### src/rtl/tx_top_if.sv
// Word handshake between a producer and the UART transmit path.
`ifndef DATA_WIDTH
`define DATA_WIDTH 8
`endif

interface tx_top_if #(
  parameter int unsigned DATA_WIDTH = `DATA_WIDTH
);
  logic [DATA_WIDTH-1:0] TX_DATA;
  logic                  TX_VALID;
  logic                  TX_READY;

  modport master (
    output TX_DATA,
    output TX_VALID,
    input  TX_READY
  );

  modport slave (
    input  TX_DATA,
    input  TX_VALID,
    output TX_READY
  );
endinterface

### src/rtl/tx_top.sv
// UART transmit path: start bit, DATA_WIDTH data bits LSB-first, parity, stop.
// One bit per TX_CLK cycle; every output is driven straight from a register.
`ifndef DATA_WIDTH
`define DATA_WIDTH 8
`endif

module tx_top #(
  parameter int unsigned DATA_WIDTH = `DATA_WIDTH,
  parameter bit          PARITY_ODD = 1'b0
) (
  input  logic    TX_CLK,
  input  logic    RST,
  tx_top_if.slave tx,
  output logic    TX_OUT,
  output logic    TX_BUSY,
  output logic    TX_DONE
);

  localparam int unsigned CW = $clog2(DATA_WIDTH);
  localparam logic [CW-1:0] LAST_BIT = CW'(DATA_WIDTH - 1);

  if (DATA_WIDTH < 5 || DATA_WIDTH > 9) begin : g_bad_width
    $error("tx_top: DATA_WIDTH must lie in 5..9");
  end

  typedef enum logic [2:0] {
    IDLE,
    START,
    DATA,
    PARITY,
    STOP
  } state_t;

  state_t                state;
  logic [DATA_WIDTH-1:0] shreg;
  logic [CW-1:0]         bit_cnt;
  logic                  parity_q;
  logic                  out_q;
  logic                  ready_q;
  logic                  busy_q;
  logic                  done_q;
  logic                  accept;

  assign accept      = tx.TX_VALID && ready_q;
  assign tx.TX_READY = ready_q;
  assign TX_OUT      = out_q;
  assign TX_BUSY     = busy_q;
  assign TX_DONE     = done_q;

  // Outputs are loaded with the value for the state being entered, so the
  // line always reflects the current state without a combinational path.
  always_ff @(posedge TX_CLK or posedge RST) begin
    if (RST) begin
      state    <= IDLE;
      shreg    <= '0;
      bit_cnt  <= '0;
      parity_q <= 1'b0;
      out_q    <= 1'b1;
      ready_q  <= 1'b1;
      busy_q   <= 1'b0;
      done_q   <= 1'b0;
    end else begin
      done_q <= 1'b0;
      unique case (state)
        IDLE, STOP: begin
          if (accept) begin
            state    <= START;
            shreg    <= tx.TX_DATA;
            parity_q <= (^tx.TX_DATA) ^ PARITY_ODD;
            bit_cnt  <= '0;
            out_q    <= 1'b0;
            ready_q  <= 1'b0;
            busy_q   <= 1'b1;
          end else begin
            state   <= IDLE;
            out_q   <= 1'b1;
            ready_q <= 1'b1;
            busy_q  <= 1'b0;
          end
        end
        START: begin
          state   <= DATA;
          out_q   <= shreg[0];
          shreg   <= shreg >> 1;
          bit_cnt <= '0;
        end
        DATA: begin
          if (bit_cnt == LAST_BIT) begin
            state <= PARITY;
            out_q <= parity_q;
          end else begin
            out_q   <= shreg[0];
            shreg   <= shreg >> 1;
            bit_cnt <= bit_cnt + 1'b1;
          end
        end
        PARITY: begin
          state   <= STOP;
          out_q   <= 1'b1;
          done_q  <= 1'b1;
          ready_q <= 1'b1;
        end
        default: begin
          state   <= IDLE;
          out_q   <= 1'b1;
          ready_q <= 1'b1;
          busy_q  <= 1'b0;
        end
      endcase
    end
  end

endmodule

### src/flat_wrapper.sv
// flat-port wrapper written by rule: the top's interface ports become plain ports
module tx_top_flat 
#(
  parameter int unsigned DATA_WIDTH = `DATA_WIDTH,
  parameter bit          PARITY_ODD = 1'b0
)
  (TX_CLK, RST, TX_OUT, TX_BUSY, TX_DONE, tx_TX_DATA, tx_TX_VALID, tx_TX_READY);
  tx_top_if #(.DATA_WIDTH(DATA_WIDTH)) tx_i ();
  input  logic TX_CLK;
  input  logic RST;
  output logic TX_OUT;
  output logic TX_BUSY;
  output logic TX_DONE;
  input wire logic [$bits(tx_i.TX_DATA)-1:0] tx_TX_DATA;
  input wire logic [$bits(tx_i.TX_VALID)-1:0] tx_TX_VALID;
  output wire logic [$bits(tx_i.TX_READY)-1:0] tx_TX_READY;
  assign tx_i.TX_DATA = tx_TX_DATA;
  assign tx_i.TX_VALID = tx_TX_VALID;
  assign tx_TX_READY = tx_i.TX_READY;
  tx_top #(.DATA_WIDTH(DATA_WIDTH), .PARITY_ODD(PARITY_ODD)) u_core (.TX_CLK(TX_CLK), .RST(RST), .tx(tx_i), .TX_OUT(TX_OUT), .TX_BUSY(TX_BUSY), .TX_DONE(TX_DONE));
endmodule
### config.mk
export PLATFORM = sky130hd
export DESIGN_NAME = tx_top_flat
export DESIGN_NICKNAME = d
export VERILOG_FILES = /design/src/rtl/tx_top_if.sv /design/src/rtl/tx_top.sv /design/src/flat_wrapper.sv
export SDC_FILE = /design/constraint.sdc
export NUM_CORES = 1
export LEC_CHECK = 0
export ABC_AREA = 1
export CORE_MARGIN = 10
export CORE_UTILIZATION = 52
export CTS_CLUSTER_DIAMETER = 150
export DETAILED_ROUTE_END_ITERATION = 10
export PLACE_DENSITY = 0.77
export SLEW_MARGIN = 20
export SYNTH_ARGS = -nofsm -noshare
export SYNTH_HDL_FRONTEND = slang
export SYNTH_SLANG_ARGS = --single-unit
### constraint.sdc
create_clock -name TX_CLK -period 1.39 [get_ports TX_CLK]
set_input_delay 0.278 -clock TX_CLK [delete_from_list [all_inputs] [get_ports TX_CLK]]
set_output_delay 0.278 -clock TX_CLK [all_outputs]
set_load 0.01 [all_outputs]
---- After elaboration in Yosys (flattened, before gate mapping) ----
Cells that the tools add are included.
word-level totals
  register bits ........................... 19
  input bits .............................. 11
  output and inout port bits .............. 4
  logic and storage cells ................. 42
cells by class
  $add $sub $neg .......................... 1
  equality and inequality tests ........... 8
  mux-type cells .......................... 16
  reductions and logical operators ........ 9
operators with widths
  operator             number
  $pmux 8 s3           1
  $mux 8               2
  $pmux 3 s4           1
  $mux 3               3
  $pmux 3 s3           1
  $reduce_xor 8->1     1
  $eq 3x2->1 const B   2
  $eq 3x3->1 const B   2
  $mux 1               5
  $ne 2x1->1 const B   2
  $pmux 1 s2           2
  $reduce_or 2->1      2
  $add 3x1->3 const B  1
  $eq 3x1->1 const B   1
  $logic_not 3->1      1
  $pmux 1 s3           1
  $reduce_and 3->1     1
  $reduce_bool 3->1    1
  $reduce_or 3->1      1
  $ne 2x2->1 const B   1
  $reduce_and 2->1     1
  $logic_and 1x1->1    1

---- Logic depth before layout (Yosys ltp) ----
  word-level depth ........................ 4
  gate-level depth with buffers ........... 10
  depth with buffers taken out ............ 10

---- Worst setup path before layout ----
Ideal clock, no wire load.
  kind .................................... reg2reg
  start ................................... register u_core.ready_q, in the netlist u_core.tx.TX_READY
  end ..................................... register u_core.shreg[1]
  library setup time ...................... 0.116 ns
  arrival ................................. 1.207 ns
  required time ........................... 1.274 ns
  setup slack ............................. 0.066 ns
  stages on the path, launching flop included .. 7
  buffers on the path ..................... 1
  period minus slack after synthesis ...... 1.324 ns
  path through ............................ dfstp_2 nand4_1 nand2_4 nand2_2 buf_6 nand2_1 nand2_1
between the ends
  cells in the longest elaborated chain, start to end .. 3
ends and longest elaborated chain
  what                        line          source
  start: declaration          tx_top.sv:39  logic ready_q;
  start signal: assignment    tx_top.sv:59  ready_q <= 1'b1;
  start signal: assignment    tx_top.sv:72  ready_q <= 1'b0;
  start signal: assignment    tx_top.sv:77  ready_q <= 1'b1;
  $logic_and 1x1->1           tx_top.sv:44  assign accept = tx.TX_VALID && ready_q;
  $ne 2x1->1 (no line)        -
  $reduce_and 3->1 (no line)  -
  end signal: assignment      tx_top.sv:68  shreg <= tx.TX_DATA;
  end signal: assignment      tx_top.sv:84  shreg <= shreg >> 1;
  end signal: assignment      tx_top.sv:93  shreg <= shreg >> 1;
  end: declaration            tx_top.sv:35  logic [DATA_WIDTH-1:0] shreg;
Every way passes these cells.
A chain may end at the register's enable or synchronous reset.

---- Worst setup path in the final report ----
  start ................................... register u_core.state[1]
  end ..................................... register u_core.shreg[2]
between the ends
  cells in the longest elaborated chain, start to end .. 4
  elaborated cells on any way between the ends .. 10
  classes of those cells .................. eq/ne (5); mux (1); reduce/logical (4)
ends and longest elaborated chain
  what                                                       line          source
  start: declaration                                         tx_top.sv:34  state_t state;
  start signal: assignment                                   tx_top.sv:54  state <= IDLE;
  start signal: assignment                                   tx_top.sv:67  state <= START;
  start signal: assignment                                   tx_top.sv:75  state <= IDLE;
  $eq 3x3->1 or $logic_not 3->1 (tied branches)              tx_top.sv:64  unique case (state)
  $reduce_or 2->1                                            tx_top.sv:64
  $ne 2x1->1 (no line) or $reduce_bool 3->1 (tied branches)  -
  $reduce_and 3->1 (no line)                                 -
Several ways; a longest one is shown, not always the timed one.

==> flow_summary.yaml <==
pwr:
  p_int_mw: 1.85
  pwr-share-seq: 0.290
  netSwitchingFraction: 0.460
  power_switching_mw: 1.58
  power_frac_clock: 0.083
  p_comb_frac: 0.627
  power.static_leakage_nw: 0.825
  peakVddDrop_uv: 1410
  fin_total_pwr_mw: 3.43
  powerDensity_nw_per_um2: 2310
timing:
  max-slew-margin-rel: 0.780
  finClkSkew_ns: 0.00182
  timing.final.crit_share: 1.03
  worst_pin_slew_ns: 0.329
  hold_viol: 0
  whs_ns: 0.287
  fin_crit_ns: 1.43
  fmax_ghz: 0.701
  rsz0062_at_grt: "true"
  finalSetupViolCount: 8
  drv_slew: 0
  setup_ws_ns: -0.0361
grt:
  grt-ovfl-total: 0
  grt_pass1_wl_um: 4080
  antenna_found_initial: 0
  grt_max_degree: 20
  grt_usage: 0.120
  grt_pass1_vias: 1018
route:
  ant_nets: 0
  met1_length_um: 1020
  wl_um: 2750
  dr_wl_met3_um: 198
  avgRoutedWirePerCell_um: 13.4
  drc: 0
  highest_layer: "met4"
  firstDrtPassIters: 4
  vias_per_cell: 5.07
  drt_iter0_drc: 49
  met2_length_um: 1470
  vias: 1045
synth:
  synth-seq-cells: 19
  ys_seq_area_frac: 0.459
  synth_nets: 157
  yosysUniqueCellTypes: 21
  avgSynthCellArea_um2: 7.24
  yosys_warnings: 0
  synth.cell_area_um2: 1040
  synth_cells: 144
setup_path:
  cp.arrival_ns: 1.63
  r2r_setup_slack_ns: -0.04
  rr_endpoint: "u_core.shreg[2]"
  rr_startpoint: "u_core.state[1]"
  critPathRequiredTime_ns: 1.59
  critPathLaunchType: "flop"
  ff2ff_path_depth: 7
  crit_type: "flop to flop"
  crit_buf_inv: 2
  crit_path_end_kind: "flop"
  worstPathMaxFanout: 7
  critical_path.slowest_cell: "dfrtp_1"
  critPathMaxStageDelay_ns: 0.43
  cp_top_family: "simple AND/OR/NAND/NOR gates"
  path_cells: "inv_2, nor3_4, nand2_4, nand2_8, clkinv_8, nand2_2, nand2_1"
final_layout:
  area_growth_pct: 42.3
  final_util: 0.764
  n_antenna_cell: 0
  seqCellArea_um2: 478
  final_area_um2: 1480
  multi_input_area_um2: 577
  drive_gt1_frac: 0.291
  fill_cells: 143
  final_cell_mix: "nand2_1, dfrtp_1, inv_1, buf_4, nand2_2"
  nets: 193
  mostFrequentLayoutCell: "nand2_1"
worst_hold_path:
  min_path_type: "primary input to async pin"
die:
  start_util: 0.537
  coreArea_um2: 1940
  num_rows: 16
  die_h_um: 64.8
  die_area_um2: 4200
  pin_count: 15
  die_x_um: 64.8
clock_network:
  clk_path_buf_depth: 2
  cts_inserted_buffers: 3
  worstSkewPairLatency_ns: 0.30
  cts_root_buf: "clkbuf_4"
  htreeDepth: 1
  cts.sinks: 19
  cts_tree: "done"
  path_clk_slew_ns: 0.11
placement:
  post_dp_cell_area_um2: 1290
  port-buffer-count: 14
  pre_cts_ws_ns: -0.148
  hpwl_um: 1810
  routabilityCongestion: 0.784
outcome:
  violations: "negative setup slack"
  outcome: "complete, but fails checks"
run:
  cap_viol_max_count: 0
how the worst max path moves through the flow:
stage | end | from | depth (start not counted) | slack [ns]
after floorplan | u_core.shreg[1] | u_core.tx.TX_READY | 6 | 0.07
after global placement | u_core.shreg[4] | tx_TX_VALID | 7 | -0.12
after detailed placement | u_core.shreg[1] | tx_TX_VALID | 7 | -0.15
after CTS | u_core.shreg[1] | u_core.bit_cnt[0] | 7 | 0.002
after global routing | u_core.TX_OUT | u_core.state[1] | 7 | -0.13
final | u_core.shreg[2] | u_core.state[1] | 7 | -0.04
stage by stage:
| stage | instances | setup TNS, ns |
|---|---|---|
| 2_1_floorplan | 144 | 0 |
| 3_3_place_gp | 195 | -1.02 |
| 3_5_place_dp | 195 | -1.26 |
| 4_1_cts | 199 | 0 |
| 5_1_grt | 206 | -1.22 |
| 6_report | 206 | -0.0950 |
cell type report:
| type | instances | area share |
|---|---|---|
| Clock buffer | 4 | 0.0177 |
| Inverter | 17 | 0.0515 |
| Multi-Input combinational cell | 107 | 0.389 |
| Sequential cell | 19 | 0.322 |
| Tap cell | 27 | 0.0228 |
| Timing Repair Buffer | 32 | 0.197 |
worst reg2reg max path: stages (launching register included):
cell,delay [ns]
dfrtp_1,0.43
inv_2,0.10
nor3_4,0.32
nand2_4,0.14
nand2_8,0.12
clkinv_8,0.09
nand2_2,0.07
nand2_1,0.06
flip-flops by register name, indices dropped and copies added (netlist names):
register / flops
u_core.TX_BUSY: 1
u_core.TX_DONE: 1
u_core.TX_OUT: 1
u_core.bit_cnt: 3
u_core.parity_q: 1
u_core.shreg: 8
u_core.state: 3
u_core.tx.TX_READY: 1
cells in the mapped netlist:
cell | n | share of area
inv_2 | 3 | 0.011
nor3_4 | 1 | 0.016
buf_4 | 1 | 0.0072
o21ai_0 | 5 | 0.024
nand2_1 | 80 | 0.29
nand2_2 | 1 | 0.0060
a21oi_2 | 1 | 0.0084
inv_1 | 14 | 0.050
xnor2_1 | 1 | 0.0084
ha_1 | 2 | 0.024
dfrtp_1 | 17 | 0.41
buf_6 | 1 | 0.011
nor3_1 | 2 | 0.0096
nor2_1 | 5 | 0.018
nor2_4 | 1 | 0.011
dfstp_2 | 2 | 0.050
nand3_1 | 3 | 0.014
nand2_4 | 1 | 0.011
nor3_2 | 1 | 0.0096
o21ai_2 | 1 | 0.0084
nand4_1 | 1 | 0.0060
metal layers:
metal / vias to the layer above / global-route usage
li1: 507 / -
met3: 10 / 0.0464
met5: - / 0
met2: 44 / 0.233
met4: 0 / 0.0455
met1: 484 / 0.108
timing repair:
action | 4_1_cts | 5_1_grt
hold buffers | 0 | 0
cloned | 0 | 2
pin swaps | 0 | 13
buffers inserted | 0 | 5
setup endpoints to repair | 14 | 13
gates resized for setup | 9 | 32
cells by family (layout without fill, tap and decap cells):
logic type      count (synthesis)  after routing  synth area share
simple gates                   96             97             0.389
flops                          19             19             0.459
buf+inv                        19             53            0.0792
compound gates                  7              7            0.0408
fa+ha+maj                       2              2            0.0240
xor+xnor                        1              1           0.00840
power by group through the flow:
stage	Clock [mW]	Combinational, mW	Sequential, mW
detailed placement	0	1.49	0.995
floorplan	0	1.01	0.988
finish	0.284	2.15	0.994
global placement	0	1.42	0.981
CTS	0.281	1.52	0.985
global route	0.305	2.36	1.02
Note: power is estimated with default switching activity, not from simulation.
